`config.mk`:
```
export PLATFORM = sky130hd
export DESIGN_NAME = alu_shift_seq
export DESIGN_NICKNAME = d
export VERILOG_FILES = /design/src/rtl/alu_pkg.sv /design/src/rtl/alu_shift_step.sv /design/src/rtl/alu_shift_seq.sv
export SDC_FILE = /design/constraint.sdc
export NUM_CORES = 1
export LEC_CHECK = 0
export CORE_MARGIN = 1
export CORE_UTILIZATION = 43
export CTS_CLUSTER_DIAMETER = 200
export CTS_CLUSTER_SIZE = 24
export DETAILED_ROUTE_END_ITERATION = 8
export PLACE_DENSITY = 0.85
export SYNTH_ARGS = -nofsm -noshare
export SYNTH_HDL_FRONTEND = slang
export SYNTH_SLANG_ARGS = --single-unit
```
`constraint.sdc`:
```
create_clock -name clk -period 2.25 [get_ports clk]
set_input_delay 0.45 -clock clk [delete_from_list [all_inputs] [get_ports clk]]
set_output_delay 0.45 -clock clk [all_outputs]
set_load 0.02 [all_outputs]
```
`src/rtl/alu_pkg.sv`:
```
// Shared definitions for the ALU shift path: default widths, op codes and
// the shift sequencer state encoding.
package alu_pkg;

  localparam int XLEN_DEFAULT = 32;
  localparam int SHW_DEFAULT  = 5;

  typedef enum logic [1:0] {
    OP_SLL = 2'b00,
    OP_SRL = 2'b01,
    OP_SRA = 2'b10,
    OP_RSV = 2'b11
  } op_e;

  typedef enum logic [1:0] {
    S_IDLE  = 2'b00,
    S_SHIFT = 2'b01,
    S_DONE  = 2'b10
  } state_e;

endpackage

```
`src/rtl/alu_shift_step.sv`:
```
// Combinational single-step shifter: moves data by a small amount (1 or 4)
// in the direction and fill mode selected by op.
module alu_shift_step
  import alu_pkg::*;
#(
  parameter int XLEN = XLEN_DEFAULT
) (
  input  logic [XLEN-1:0] data_i,
  input  op_e             op_i,
  input  logic [2:0]      amount_i,
  output logic [XLEN-1:0] data_o
);

  always_comb begin
    data_o = data_i;
    case (op_i)
      OP_SLL:  data_o = data_i << amount_i;
      OP_SRL:  data_o = data_i >> amount_i;
      OP_SRA:  data_o = $signed(data_i) >>> amount_i;
      default: data_o = data_i;
    endcase
  end

endmodule

```
`src/rtl/alu_shift_seq.sv`:
```
// Multi-cycle shift sequencer (IDLE -> SHIFT -> DONE) with valid/ready on both sides.
// Define ALU_SHIFT_FAST_STEP_EN to step by 4 bits while at least 4 remain.
module alu_shift_seq
  import alu_pkg::*;
#(
  parameter int XLEN = XLEN_DEFAULT,
  parameter int SHW  = SHW_DEFAULT
) (
  input  logic            clk,
  input  logic            rst,
  input  logic            in_valid,
  output logic            in_ready,
  input  logic [1:0]      op,
  input  logic [XLEN-1:0] rs1,
  input  logic [XLEN-1:0] rs2,
  output logic            out_valid,
  input  logic            out_ready,
  output logic [XLEN-1:0] rd,
  output logic            busy
);

  state_e          state_q, state_d;
  op_e             op_q, op_d;
  logic [SHW-1:0]  cnt_q, cnt_d;
  logic [XLEN-1:0] data_q, data_d;
  logic [XLEN-1:0] step_data;
  logic [2:0]      step_amt;
  logic            unused_rs2_hi;

  // Upper shift-amount bits are architecturally ignored.
  assign unused_rs2_hi = ^rs2[XLEN-1:SHW];

`ifdef ALU_SHIFT_FAST_STEP_EN
  assign step_amt = (cnt_q >= SHW'(4)) ? 3'd4 : 3'd1;
`else
  assign step_amt = 3'd1;
`endif

  alu_shift_step #(.XLEN(XLEN)) u_step (
    .data_i   (data_q),
    .op_i     (op_q),
    .amount_i (step_amt),
    .data_o   (step_data)
  );

  assign in_ready  = (state_q == S_IDLE);
  assign out_valid = (state_q == S_DONE);
  assign busy      = (state_q != S_IDLE);
  // rd is driven only from flops and forced to zero outside DONE.
  assign rd        = (state_q == S_DONE) ? data_q : '0;

  always_comb begin
    state_d = state_q;
    op_d    = op_q;
    cnt_d   = cnt_q;
    data_d  = data_q;
    case (state_q)
      S_IDLE: begin
        if (in_valid) begin
          op_d   = op_e'(op);
          data_d = rs1;
          cnt_d  = rs2[SHW-1:0];
          if ((rs2[SHW-1:0] == '0) || (op_e'(op) == OP_RSV)) state_d = S_DONE;
          else                                               state_d = S_SHIFT;
        end
      end
      S_SHIFT: begin
        data_d = step_data;
        cnt_d  = cnt_q - SHW'(step_amt);
        if (cnt_q == SHW'(step_amt)) state_d = S_DONE;
      end
      S_DONE: begin
        if (out_ready) state_d = S_IDLE;
      end
      default: state_d = S_IDLE;
    endcase
  end

  always_ff @(posedge clk) begin
    if (rst) begin
      state_q <= S_IDLE;
      op_q    <= OP_SLL;
      cnt_q   <= '0;
      data_q  <= '0;
    end else begin
      state_q <= state_d;
      op_q    <= op_d;
      cnt_q   <= cnt_d;
      data_q  <= data_d;
    end
  end

endmodule

```
==> impl_results.md <==
- Post-Synthesis Net Count: ~370
- Cell area after layout: 3540 µm²
- # IOs: around 110
- Signed area change from the synthesized netlist to the final layout: 38.7%
- TritonCTS clock tree: built
- Residual overflow from global routing: 0
- Number of DRC violations after detailed routing: 0
- Final hold violations: 0
- Count of state elements after synthesis: 41
- Global-route wire length before repair: between 10 and 15 mm
- Met3 routed wirelength: roughly 570 µm
- Maximum clock rate: 479 MHz
- Arrival time at the worst endpoint: about 1600 ps
- Final clock period utilization by the worst path: between 90 and 100%
- Most area-consuming cells after synthesis: sky130_fd_sc_hd__dfxtp_1 32%, sky130_fd_sc_hd__a221o_1 12%, sky130_fd_sc_hd__o211ai_2 9.8%
- Average size of a mapped cell: 8.55 µm²
- RePlAce Congestion: ~0.89
- CP startpoint kind: flop
- Proportion of layout cells with a drive suffix above 1: around 13%
- Endpoint type of the worst setup path: primary output
- Static Leakage: around 0.0017 µW
- Floorplan core area: 5610 µm²
- Worst vdd ir: roughly 0.36 mV
- Most area-hungry cell type in the Yosys netlist: sky130_fd_sc_hd__dfxtp_1
- WL met1: between 2 and 3 mm
- Average wire per cell in the routed design: approximately 16 µm
- Antenna diode instance count: 0
- Setup violation total in the final timing report: 0
- Remaining antenna violation count after routing: 0
- H-tree levels: 2
- Data required time at the worst endpoint: around 1800 ps
- Clock latency reported for the late side of the worst-skew pair: a little under 300 ps
- Power Density: approximately 700 nW/µm²
- Compound-gate portion of the synthesized area: about two fifths
- Final worst-path setup slack: 162 ps
- Register clock-pin slew on the reported worst setup and hold paths: roughly 70 ps
- Status: completed
- Min Clock Period, post-route: between 2000 and 2500 ps
- Total power: around 2500 µW
- Max Cap Viol: 0
- Fill cell instance count of the final layout: between 400 and 500
- Top layer reached by signal wires: met4
- Site row count: 27
- Number of antenna violations at the first check in global routing: 0
- Number of warning messages in the yosys log: 0
- Number of clock sinks: 41
- Post-synth EDFFs: 0
- Via count of the routed design: between 2000 and 3000
- Synth cell types: 37
- Cell Area, Synth: 2560 µm²
- Adder-cell share of the synthesized area: between 2 and 2.5%
- Cells after synthesis: roughly 300
- Clock tree buffer depth: 2
- Dominant combinational cell family by area after synthesis: compound AO/OA/AOI/OAI gates
- Share of async-settable or async-resettable flops after synthesis: 0%
- Width of the die: approximately 79 µm
- Unrepaired setup endpoints after global routing: no
- Class of the most critical setup path: flop to primary output
- Path type of the worst min-delay path: flop to flop
- Overall global routing resource usage: approximately 23%
- Buffer type at the clock tree root: sky130_fd_sc_hd__clkbuf_8
- Number of global-route vias before repair: about 2400
- Final-stage net count: 442
- Proportion of synthesized chip area in sequential cells: 32.1%
- Largest fanout on the critical path: 11
- Post-Route Setup TNS: 0 ps
- Violation count after the first detailed-route iteration: 279
- DIE AREA: about 6300 µm²
- Final Max Tran Viols: 0
- Chip height: between 70 and 80 µm
- Routed wl met2: 3.27 mm
- Dominant register cell in the synthesized netlist: sky130_fd_sc_hd__dfxtp_1
- Largest net degree at the start of global routing: 42
- Commonest cells in the synthesized netlist: 41 x sky130_fd_sc_hd__dfxtp_1, 38 x sky130_fd_sc_hd__a21oi_1, 35 x sky130_fd_sc_hd__nand2_1, 32 x sky130_fd_sc_hd__and2_1, 30 x sky130_fd_sc_hd__a221o_1
- Worst Clk Skew: between 8 and 9 ps
- Worst hold margin: roughly 480 ps
- Fraction of the mapped netlist area in simple logic gates: 19.3%
- Count of input and output buffers: just under 80
- Slew at the pin with the worst max-slew slack: around 900 ps
- Initial cell density of the core: ~46%
- Multiplexer share of the synthesized area: 0%
- Average via count per standard cell: a little under 6
- Post-CTS Hold Fix Bufs: 0
- Share of the synthesized area in the top cell type: around a third
- Total clock buffers created by CTS: 5
- HPWL reported at the end of detailed placement: between 4 and 5 mm
- Total length of routed wires: 7.01 mm
- Worst slew slack as a fraction of its limit: approximately 39%
- Most numerous cell in the Yosys netlist: sky130_fd_sc_hd__dfxtp_1
- Placement Cell Area: around 3400 µm²
- Drt pass-1 iters: 4
- XOR/XNOR Fraction of Synth Area: 0%
- Pre-CTS worst setup slack: a little over 200 ps
-- cell type report --
| cell class | instances | area (µm²) | area share [%] |
|---|---|---|---|
| Clock buffer | 5 | 68.8 | 1.94 |
| Clock inverter | 1 | 5.00 | 0.141 |
| Inverter | 8 | 30.0 | 0.847 |
| Multi-Input combinational cell | 220 | 1570 | 44.2 |
| Sequential cell | 41 | 821 | 23.2 |
| Tap cell | 72 | 90.1 | 2.54 |
| Timing Repair Buffer | 91 | 963 | 27.2 |
-- kinds of logic (layout without fill, tap and decap cells) --
group | Yosys count | in the layout
AOI/OAI and AO/OA | 120 | 120
adders and majority gates | 5 | 5
buffers and inverters | 38 | 105
DFF | 41 | 41
and+or+nand+nor | 95 | 95
-- final timing paths --
kind                   start        end  slack (ps)  cells after the start
setup / recovery  state_q[0]       busy         160                      4
hold / removal       op_q[1]    op_q[1]         480                      2
setup reg to reg     op_q[0]  data_q[7]         180                      6
hold reg to reg      op_q[1]    op_q[1]         480                      2
-- sequential cells by signal, indices dropped and copies added, names as in the netlist --
name and flops:
data_q 32, op_q 2, cnt_q 5, state_q 2
-- placed cells by master (no fill, tap or decap), drive strengths merged, types with 2 or more instances in the layout --
master,instances
clkdlybuf4s50,50
dfxtp,41
a21oi,38
nand2,35
and2,32
o211ai,32
a221o,30
dlymetal6s2s,19
buf,14
nor2,10
dlygate4sd2,8
inv,8
o21ai,6
ha,5
clkbuf,5
nand3,4
or3,4
nor3,3
nand2b,2
o21a,2
nand3b,2
a31oi,2
a22oi,2
-- worst max-delay path, cell delays in order (launching register included) --
cell and delay, ps:
sky130_fd_sc_hd__dfxtp_1 380, sky130_fd_sc_hd__buf_4 220, sky130_fd_sc_hd__nor2_4 80, sky130_fd_sc_hd__inv_1 70, sky130_fd_sc_hd__clkdlybuf4s50_1 600
-- per-layer routing --
layer,track usage (%),up-vias
met3,5.06,16
met1,30.4,1189
met4,10.2,0
li1,-,1248
met2,34.8,122
met5,0,-
-- power by group --
part / internal (µW) / leakage (µW) / total, µW / switching, µW
Sequential: 852 / 0.000338 / 975 / 123
Clock: 204 / 0.0000399 / 447 / 242
Combinational: 493 / 0.00128 / 1060 / 562
-- metrics by stage --
| step | utilization [%] | cells |
|---|---|---|
| floorplan | - | 299 |
| global placement | 61.1 | 432 |
| finish | 63.2 | 438 |
| global route | 63.2 | 438 |
| detailed placement | 61.1 | 432 |
| CTS | 62.4 | 438 |
-- timing repair --
item                                    CTS  global route
resized for setup                         9            19
buffers inserted                          0             0
gates cloned                              0             0
endpoints found under the setup margin   27            19
Note: power is estimated with default switching activity, not from simulation.
